### src/rtl/pipe_ctrl_pkg.sv
// Shared types and constants for the PipelineMIPS hazard/flush controller.
// Imported by the controller, its interface and the pipeline registers.
package pipe_ctrl_pkg;

   typedef enum logic [1:0] {
      RUN   = 2'd0,
      STALL = 2'd1,
      FLUSH = 2'd2
   } hz_state_t;

   localparam int DEF_REG_W = 5;

   // sll $0,$0,0: what a bubbled or flushed pipeline register holds
   localparam logic [31:0] NOP_INSTR = 32'h0000_0000;

   // The first window cycle is spent in RUN, so the counter is loaded with cyc-2
   function automatic logic [1:0] win_cnt(input int cyc);
      return 2'(cyc - 2);
   endfunction

endpackage

### src/rtl/pipe_hazard_ctrl_if.sv
// Hazard-controller bus: ID/EX fields and freeze in, pipeline enables out.
// Optional perf counters appear only when PIPE_HAZARD_PERF_EN is defined.
interface pipe_hazard_ctrl_if #(parameter int REG_W = pipe_ctrl_pkg::DEF_REG_W);
   logic             freeze;
   logic [REG_W-1:0] id_rs;
   logic [REG_W-1:0] id_rt;
   logic             id_uses_rt;
   logic             ex_mem_read;
   logic [REG_W-1:0] ex_rt;
   logic             ex_branch;
   logic             ex_zero;
   logic             pc_write;
   logic             pc_src;
   logic             if_id_write;
   logic             if_id_flush;
   logic             id_ex_write;
   logic             id_ex_bubble;
`ifdef PIPE_HAZARD_PERF_EN
   logic [15:0]      stall_cnt;
   logic [15:0]      flush_cnt;

   modport slave (
      input  freeze, id_rs, id_rt, id_uses_rt, ex_mem_read, ex_rt, ex_branch, ex_zero,
      output pc_write, pc_src, if_id_write, if_id_flush, id_ex_write, id_ex_bubble,
      output stall_cnt, flush_cnt
   );
   modport master (
      output freeze, id_rs, id_rt, id_uses_rt, ex_mem_read, ex_rt, ex_branch, ex_zero,
      input  pc_write, pc_src, if_id_write, if_id_flush, id_ex_write, id_ex_bubble,
      input  stall_cnt, flush_cnt
   );
`else
   modport slave (
      input  freeze, id_rs, id_rt, id_uses_rt, ex_mem_read, ex_rt, ex_branch, ex_zero,
      output pc_write, pc_src, if_id_write, if_id_flush, id_ex_write, id_ex_bubble
   );
   modport master (
      output freeze, id_rs, id_rt, id_uses_rt, ex_mem_read, ex_rt, ex_branch, ex_zero,
      input  pc_write, pc_src, if_id_write, if_id_flush, id_ex_write, id_ex_bubble
   );
`endif
endinterface

### src/rtl/load_use_detect.sv
// Combinational load-use compare between the ID instruction and a load in EX.
// Kept standalone so the forwarding unit can reuse it.
module load_use_detect #(
   parameter int REG_W = pipe_ctrl_pkg::DEF_REG_W
) (
   input  logic [REG_W-1:0] id_rs,
   input  logic [REG_W-1:0] id_rt,
   input  logic             id_uses_rt,
   input  logic             ex_mem_read,
   input  logic [REG_W-1:0] ex_rt,
   output logic             hz
);
   // $0 is hardwired, so a load into it never creates a dependency
   assign hz = ex_mem_read && (ex_rt != '0) &&
               ((ex_rt == id_rs) || (id_uses_rt && (ex_rt == id_rt)));
endmodule

### src/rtl/pipe_hazard_ctrl.sv
// Load-use stall / taken-branch flush controller for the five-stage pipeline.
// Define PIPE_HAZARD_PERF_EN to add saturating stall_cnt/flush_cnt counters.
module pipe_hazard_ctrl
   import pipe_ctrl_pkg::*;
#(
   parameter int REG_W          = DEF_REG_W,
   parameter int LOAD_STALL_CYC = 1,
   parameter int BR_FLUSH_CYC   = 1
) (
   input  logic               clk,
   input  logic               rst,
   pipe_hazard_ctrl_if.slave  bus
);

   hz_state_t  state, state_nxt;
   logic [1:0] cnt, cnt_nxt;
   logic       hz, tk;
   logic       stall_bub;
   logic       pc_write, pc_src, if_id_write, if_id_flush, id_ex_write, id_ex_bubble;

   load_use_detect #(.REG_W(REG_W)) u_lud (
      .id_rs       (bus.id_rs),
      .id_rt       (bus.id_rt),
      .id_uses_rt  (bus.id_uses_rt),
      .ex_mem_read (bus.ex_mem_read),
      .ex_rt       (bus.ex_rt),
      .hz          (hz)
   );

   assign tk = bus.ex_branch && bus.ex_zero;

   always_ff @(posedge clk or posedge rst) begin
      if (rst) begin
         state <= RUN;
         cnt   <= 2'd0;
      end else begin
         state <= state_nxt;
         cnt   <= cnt_nxt;
      end
   end

   always_comb begin
      state_nxt    = state;
      cnt_nxt      = cnt;
      pc_write     = 1'b0;
      pc_src       = 1'b0;
      if_id_write  = 1'b0;
      if_id_flush  = 1'b0;
      id_ex_write  = 1'b0;
      id_ex_bubble = 1'b0;
      stall_bub    = 1'b0;
      if (rst) begin
         state_nxt = RUN;
         cnt_nxt   = 2'd0;
      end else if (!bus.freeze) begin
         id_ex_write = 1'b1;
         if (state == FLUSH) begin
            // Wrong-path instructions: their hazards and branches are meaningless
            pc_write     = 1'b1;
            if_id_write  = 1'b1;
            if_id_flush  = 1'b1;
            id_ex_bubble = 1'b1;
            if (cnt == 2'd0) state_nxt = RUN;
            else             cnt_nxt   = cnt - 2'd1;
         end else if (tk) begin
            pc_write     = 1'b1;
            pc_src       = 1'b1;
            if_id_write  = 1'b1;
            if_id_flush  = 1'b1;
            id_ex_bubble = 1'b1;
            if (BR_FLUSH_CYC > 1) begin
               state_nxt = FLUSH;
               cnt_nxt   = win_cnt(BR_FLUSH_CYC);
            end else begin
               state_nxt = RUN;
            end
         end else if (state == STALL || hz) begin
            id_ex_bubble = 1'b1;
            stall_bub    = 1'b1;
            if (state == STALL) begin
               if (cnt == 2'd0) state_nxt = RUN;
               else             cnt_nxt   = cnt - 2'd1;
            end else if (LOAD_STALL_CYC > 1) begin
               state_nxt = STALL;
               cnt_nxt   = win_cnt(LOAD_STALL_CYC);
            end
         end else begin
            pc_write    = 1'b1;
            if_id_write = 1'b1;
         end
      end
   end

   assign bus.pc_write     = pc_write;
   assign bus.pc_src       = pc_src;
   assign bus.if_id_write  = if_id_write;
   assign bus.if_id_flush  = if_id_flush;
   assign bus.id_ex_write  = id_ex_write;
   assign bus.id_ex_bubble = id_ex_bubble;

`ifdef PIPE_HAZARD_PERF_EN
   logic [15:0] stall_cnt, flush_cnt;

   // Freeze forces the qualifying outputs low, so counters hold for free
   always_ff @(posedge clk or posedge rst) begin
      if (rst) begin
         stall_cnt <= 16'd0;
         flush_cnt <= 16'd0;
      end else begin
         if (stall_bub && stall_cnt != 16'hFFFF)   stall_cnt <= stall_cnt + 16'd1;
         if (if_id_flush && flush_cnt != 16'hFFFF) flush_cnt <= flush_cnt + 16'd1;
      end
   end

   assign bus.stall_cnt = stall_cnt;
   assign bus.flush_cnt = flush_cnt;
`else
   logic unused_stall_bub;
   assign unused_stall_bub = stall_bub;
`endif

endmodule

### src/flat_wrapper.sv
// flat-port wrapper written by rule: the top's interface ports become plain ports
module pipe_hazard_ctrl_flat import pipe_ctrl_pkg::*;
#(
   parameter int REG_W          = DEF_REG_W,
   parameter int LOAD_STALL_CYC = 1,
   parameter int BR_FLUSH_CYC   = 1
)
  (clk, rst, bus_freeze, bus_id_rs, bus_id_rt, bus_id_uses_rt, bus_ex_mem_read, bus_ex_rt, bus_ex_branch, bus_ex_zero, bus_pc_write, bus_pc_src, bus_if_id_write, bus_if_id_flush, bus_id_ex_write, bus_id_ex_bubble);
  pipe_hazard_ctrl_if #(.REG_W(REG_W)) bus_i ();
  input  logic clk;
  input  logic rst;
  input wire logic [$bits(bus_i.freeze)-1:0] bus_freeze;
  input wire logic [$bits(bus_i.id_rs)-1:0] bus_id_rs;
  input wire logic [$bits(bus_i.id_rt)-1:0] bus_id_rt;
  input wire logic [$bits(bus_i.id_uses_rt)-1:0] bus_id_uses_rt;
  input wire logic [$bits(bus_i.ex_mem_read)-1:0] bus_ex_mem_read;
  input wire logic [$bits(bus_i.ex_rt)-1:0] bus_ex_rt;
  input wire logic [$bits(bus_i.ex_branch)-1:0] bus_ex_branch;
  input wire logic [$bits(bus_i.ex_zero)-1:0] bus_ex_zero;
  output wire logic [$bits(bus_i.pc_write)-1:0] bus_pc_write;
  output wire logic [$bits(bus_i.pc_src)-1:0] bus_pc_src;
  output wire logic [$bits(bus_i.if_id_write)-1:0] bus_if_id_write;
  output wire logic [$bits(bus_i.if_id_flush)-1:0] bus_if_id_flush;
  output wire logic [$bits(bus_i.id_ex_write)-1:0] bus_id_ex_write;
  output wire logic [$bits(bus_i.id_ex_bubble)-1:0] bus_id_ex_bubble;
  assign bus_i.freeze = bus_freeze;
  assign bus_i.id_rs = bus_id_rs;
  assign bus_i.id_rt = bus_id_rt;
  assign bus_i.id_uses_rt = bus_id_uses_rt;
  assign bus_i.ex_mem_read = bus_ex_mem_read;
  assign bus_i.ex_rt = bus_ex_rt;
  assign bus_i.ex_branch = bus_ex_branch;
  assign bus_i.ex_zero = bus_ex_zero;
  assign bus_pc_write = bus_i.pc_write;
  assign bus_pc_src = bus_i.pc_src;
  assign bus_if_id_write = bus_i.if_id_write;
  assign bus_if_id_flush = bus_i.if_id_flush;
  assign bus_id_ex_write = bus_i.id_ex_write;
  assign bus_id_ex_bubble = bus_i.id_ex_bubble;
  pipe_hazard_ctrl #(.REG_W(REG_W), .LOAD_STALL_CYC(LOAD_STALL_CYC), .BR_FLUSH_CYC(BR_FLUSH_CYC)) u_core (.clk(clk), .rst(rst), .bus(bus_i));
endmodule
### config.mk
export PLATFORM = sky130hd
export DESIGN_NAME = pipe_hazard_ctrl_flat
export DESIGN_NICKNAME = d
export VERILOG_FILES = /design/src/rtl/pipe_ctrl_pkg.sv /design/src/rtl/pipe_hazard_ctrl_if.sv /design/src/rtl/load_use_detect.sv /design/src/rtl/pipe_hazard_ctrl.sv /design/src/flat_wrapper.sv
export SDC_FILE = /design/constraint.sdc
export NUM_CORES = 1
export LEC_CHECK = 0
export BUFFER_PORTS_ARGS = -buffer_cell sky130_fd_sc_hd__buf_2
export CORE_AREA = 2 2 39 41
export CTS_BUF_LIST = sky130_fd_sc_hd__clkbuf_16
export DETAILED_ROUTE_END_ITERATION = 16
export DIE_AREA = 0 0 41 43
export GPL_TIMING_DRIVEN = 0
export PLACE_DENSITY_LB_ADDON = 0.08
export SETUP_SLACK_MARGIN = 0.4
export SLEW_MARGIN = 20
export SYNTH_ARGS = -nofsm -noshare
export SYNTH_HDL_FRONTEND = slang
export SYNTH_SLANG_ARGS = --single-unit
### constraint.sdc
create_clock -name clk -period 3.54 [get_ports clk]
set_clock_uncertainty 0.05 [all_clocks]
set_input_delay 0.354 -clock clk [delete_from_list [all_inputs] [get_ports clk]]
set_output_delay 0.354 -clock clk [all_outputs]
set_load 0.05 [all_outputs]
== Word-level counts from Yosys, hierarchy flattened ==
Cells that the tools add are included.
Word-level totals
  memories: 0
  latch bits: 0
  memory bits (read-only): 0
  memory bits (writable): 0
  register bits after elaboration: 4
Cells by class
  magnitude comparators: 0
  add/sub/neg operators: 1
  shift-type cells: 0
  multiplexer cells: 33
  equal/unequal tests: 6
  div/mod/pow operators: 0
  multipliers: 0
  reduce and logical (&&, ||, !) cells: 14
  bitwise logic cells: 0
Operators by type and width (number)
  two-way mux 2 bit: 14
  two-way mux 1 bit: 19
  equality test 5 bit: 2
  nonzero test 4 bit: 2
  nonzero test 3 bit: 2
  nonzero test 5 bit: 1
  logical AND 1 bit: 4
  AND reduction 4 bit: 1
  inequality test 3 bit (second input constant): 1
  AND reduction 3 bit: 1
  equality test 2 x 1 -> 1 bit (second input constant): 1
  equality test 2 bit (second input constant): 1
  logical NOT 2 bit: 1
  logical OR 1 bit: 2
  inequality test 2 bit (second input constant): 1
  subtractor 2 x 1 -> 2 bit (second input constant): 1

== Longest topological paths before layout ==
  depth after elaboration: 10
  mapped depth: 6
  mapped depth without buffers: 5

== By module ==
A second synthesis with hierarchy kept.
Unflattened totals
  cell total of the unflattened synthesis: 56
  area, all modules: 473.0 sq um
Modules (own cells, without submodules)
  pipe_hazard_ctrl: area each 340.3 sq um, cells an instance 39, times used 1
  load_use_detect: area each 132.6 sq um, cells an instance 17, times used 1

== Worst setup path after synthesis ==
Ideal clock, no wire load.
  path kind: input port to output port
  start point: input rst
  end point: output bus_id_ex_bubble
  arrival: 2.833 ns
  path slack: 0.303 ns
  stages on the path: 3
  cell sequence: nor2_1 > a21boi_0 > a21o_1
On the way
  longest elaborated chain between the ends: 1
Ends and longest elaborated chain
  start, declared: RTL line flat_wrapper.sv:11  | input logic rst;
  two-way mux 1 bit: RTL line pipe_hazard_ctrl.sv:52  | if (rst) begin
  end, declared: RTL line flat_wrapper.sv:25  | output wire logic [$bits(bus_i.id_ex_bubble)-1:0] bus_id_ex_bubble;
No other way between the ends.

== Final worst setup path ==
  start point: input bus_ex_rt[3]
  end point: output bus_pc_write
On the way
  longest elaborated chain between the ends: 10
  elaborated cells between the ends (all ways): 13
  those cells by class: eq/ne (2); mux (5); reduce/logical (6)
Ends and longest elaborated chain
  start, declared: RTL line flat_wrapper.sv:17  | input wire logic [$bits(bus_i.ex_rt)-1:0] bus_ex_rt;
  equality test 5 bit: RTL line load_use_detect.sv:15  | ((ex_rt == id_rs) || (id_uses_rt && (ex_rt == id_rt)));
  logical AND 1 bit: RTL line load_use_detect.sv:15
  logical OR 1 bit: RTL line load_use_detect.sv:15
  logical AND 1 bit (*): RTL line load_use_detect.sv:14  | assign hz = ex_mem_read && (ex_rt != '0) &&
  logical OR 1 bit (*): RTL line pipe_hazard_ctrl.sv:77  | end else if (state == STALL || hz) begin
  two-way mux 1 bit (*): RTL line pipe_hazard_ctrl.sv:77
  two-way mux 1 bit (*): RTL line pipe_hazard_ctrl.sv:65  | end else if (tk) begin
  two-way mux 1 bit (*): RTL line pipe_hazard_ctrl.sv:57  | if (state == FLUSH) begin
  two-way mux 1 bit (*): RTL line pipe_hazard_ctrl.sv:55  | end else if (!bus.freeze) begin
  two-way mux 1 bit (*): RTL line pipe_hazard_ctrl.sv:52
  end, declared: RTL line flat_wrapper.sv:20  | output wire logic [$bits(bus_i.pc_write)-1:0] bus_pc_write;
Every way passes the cells marked *; elsewhere a longest branch is shown, timed or not.

==> impl_metrics.toml <==
[global_routing]
met3_usage = 0
grt_util_met1 = 0.165
busiest_layer = "met2"
use_met2 = 0.194
grt_pass1_vias = 416
grt_pass1_wl_um = 1530
grtUsageTotal = 0.123
grt_antenna_before_repair = 0
grt_max_degree = 7
gr-total-overflow = 0

[layout]
drive_gt1_frac = 0.430
final_nets = 104
final_cells = 95
n_antenna_cell = 0
seq_area_um2 = 100
fill_cells = 137
final_util = 0.461
syn2layout_area_growth_pct = 56.4
multi_input_area_um2 = 285

[timing]
slew_headroom = 0.743
worst_pin_slew_ns = 0.376
post-route-min-period_ns = 2.33
tns_ns = 0
fin_hold_ws_ns = 0.0118
hold_violations = 0
setup_viol = 0
finalMaxSlewViolations = 0
rsz0062_at_grt = "false"
fmax_ghz = 0.429
fin_crit_sh = 0.658

[power]
p_leak_nw = 0.339
vdd_drop_max_mv = 0.142
design_power_total_uw = 268
power.density_nw_per_um2 = 420

[cts]
post_cts_buffers = 0
h-tree-depth = 1
cts_root_buffer = "clkbuf_16"
cts_tree = "done"
ctsHoldBuffers = 0
clock_latency_ns = 0.22
cts.path.max_buffers = 2
numCtsBuffers = 3
clkSinkCount = 4
clk_pin_slew_ns = 0.03
cts-resized-gates = 0

[placement]
portBuffers = 27
place_congestion = 0.610
numPlacedInstances = 92
hpwl_um = 820

[floorplan]
num_rows = 14
die-area_um2 = 1760
initial_core_util = 0.295
die_width_um = 41
pin_count = 28
die_h_um = 43
core-area_um2 = 1380

[critical_path]
critPathKind = "in -> out"
rr_startpoint = "u_core.state[0]"
arrival_ns = 1.93
reg2regPathDepth = 5
cp-start-kind = "primary input"
reg2reg_slack_ns = 1.92
r2r_end = "u_core.cnt[1]"
cp-end-kind = "output pin"
cp_max_fo = 3
crit_required_ns = 3.14

[synthesis]
synth_top_area_frac = 0.245
yosysSeqAreaShare = 0.245
yosysUniqueCellTypes = 28
syn_area_um2 = 408
yosysWarnings = 0
syn_nets = 72
synth_area_leaders = "dfrtp_1 (25%), xor2_1 (19%), xnor2_1 (4.3%)"
yosys_register_bits = 4
synth_area_leader_cell = "dfrtp_1"
syn_avg_cell_area_um2 = 8.32
synthesis.instances = 49

[drt]
antenna_left = 0
wl_per_cell_um = 10.1
viasPerCell = 4.64
first_pass_iters = 2
wl_um = 962
drc = 0
drt_iter0_markers = 2
dr_total_vias = 441

[run]
drv_cap = 0

[run_status]
status = "complete, no violations"

[hold_path]
hold_class = "in -> async"
==> state kept, by name, summed over array words and instances (netlist names) <==
register / cells
u_core.cnt: 2
u_core.state: 2
==> how the worst max path moves through the flow <==
stage	start	to	cells after the start
after floorplan	rst	bus_id_ex_bubble	3
after global placement	bus_ex_rt[3]	bus_pc_write	8
after detailed placement	bus_ex_rt[0]	bus_pc_write	8
after CTS	bus_ex_rt[3]	bus_pc_write	8
after global routing	bus_ex_rt[3]	bus_pc_write	8
final	bus_ex_rt[3]	bus_pc_write	8
==> stage by stage <==
| step | worst slack, ns | cell area, um^2 |
|---|---|---|
| final | 1.21 | 638 |
| after global routing | 1.03 | 638 |
| after CTS | 1.20 | 638 |
| after detailed placement | 1.21 | 563 |
| after global placement | 1.24 | 563 |
| after floorplan | 0.675 | 408 |
==> critical path, cell delays in order <==
cell	delay, ns
buf_2	0.12
xor2_1	0.15
nor4_1	0.29
a32oi_1	0.16
a2111oi_0	0.39
nor2_1	0.12
buf_4	0.14
buf_2	0.20
==> cells in the mapped netlist <==
| library cell | n |
|---|---|
| nor2_1 | 4 |
| dfrtp_1 | 4 |
| or4_1 | 1 |
| nand2_1 | 4 |
| buf_4 | 1 |
| a21o_1 | 1 |
| a211o_1 | 1 |
| o211a_1 | 1 |
| xnor2_1 | 2 |
| and3_1 | 1 |
| a21boi_0 | 1 |
| mux2i_1 | 1 |
| ha_1 | 1 |
| or2_0 | 1 |
| and2_1 | 1 |
| nor3_1 | 2 |
| nand2b_1 | 1 |
| o22ai_1 | 1 |
| inv_2 | 1 |
| or3_4 | 1 |
| inv_1 | 3 |
| o21ai_0 | 1 |
| a2111oi_0 | 1 |
| a32oi_1 | 1 |
| a21oi_1 | 1 |
| a21oi_2 | 1 |
| nor4_1 | 1 |
| xor2_1 | 9 |
==> cells by family after synthesis <==
| logic type | count (synthesis) | share of synthesized area |
|---|---|---|
| XOR/XNOR | 11 | 0.236 |
| adder cells (fa/ha/maj) | 1 | 0.0307 |
| buffers and inverters | 5 | 0.0552 |
| flip-flops | 4 | 0.245 |
| AO/OA/AOI/OAI | 10 | 0.187 |
| multiplexers | 1 | 0.0245 |
| AND/OR/NAND/NOR | 17 | 0.221 |
==> placed cells by master, fill, tap and decap left out, drive strengths merged <==
cell type,count
a21oi,2
xor2,9
and3,1
a21o,1
nand2b,1
and2,1
mux2i,1
a21boi,1
nor4,1
a2111oi,1
buf,28
a32oi,1
inv,4
clkbuf,3
a211o,1
nor2,4
or4,1
nand2,4
o211a,1
or3,1
dfrtp,4
ha,1
xnor2,2
or2,1
nor3,2
o22ai,1
o21ai,1
==> routing by layer <==
metal,vias up,part of all wire
li1,231,-
met1,188,0.46
met2,22,0.46
met3,0,0.074
met4,0,0
met5,-,0
==> layout make-up <==
type / count / area share
inverters: 4 / 0.0235
well taps: 16 / 0.0314
clock buffers: 3 / 0.118
plain buffers: 1 / 0.0118
repair buffers: 27 / 0.212
multi-input cells: 40 / 0.447
flip-flops and latches: 4 / 0.157
==> power by group <==
| group | switching, mW | internal [mW] | leakage, nW |
|---|---|---|---|
| combinational | 0.0267 | 0.0189 | 0.246 |
| sequential | 0.0000000000000000136 | 0.0460 | 0.0559 |
| clock | 0.0322 | 0.144 | 0.0370 |
| total | 0.0590 | 0.209 | 0.339 |
No activity file was read; power rests on OpenSTA's default activity.
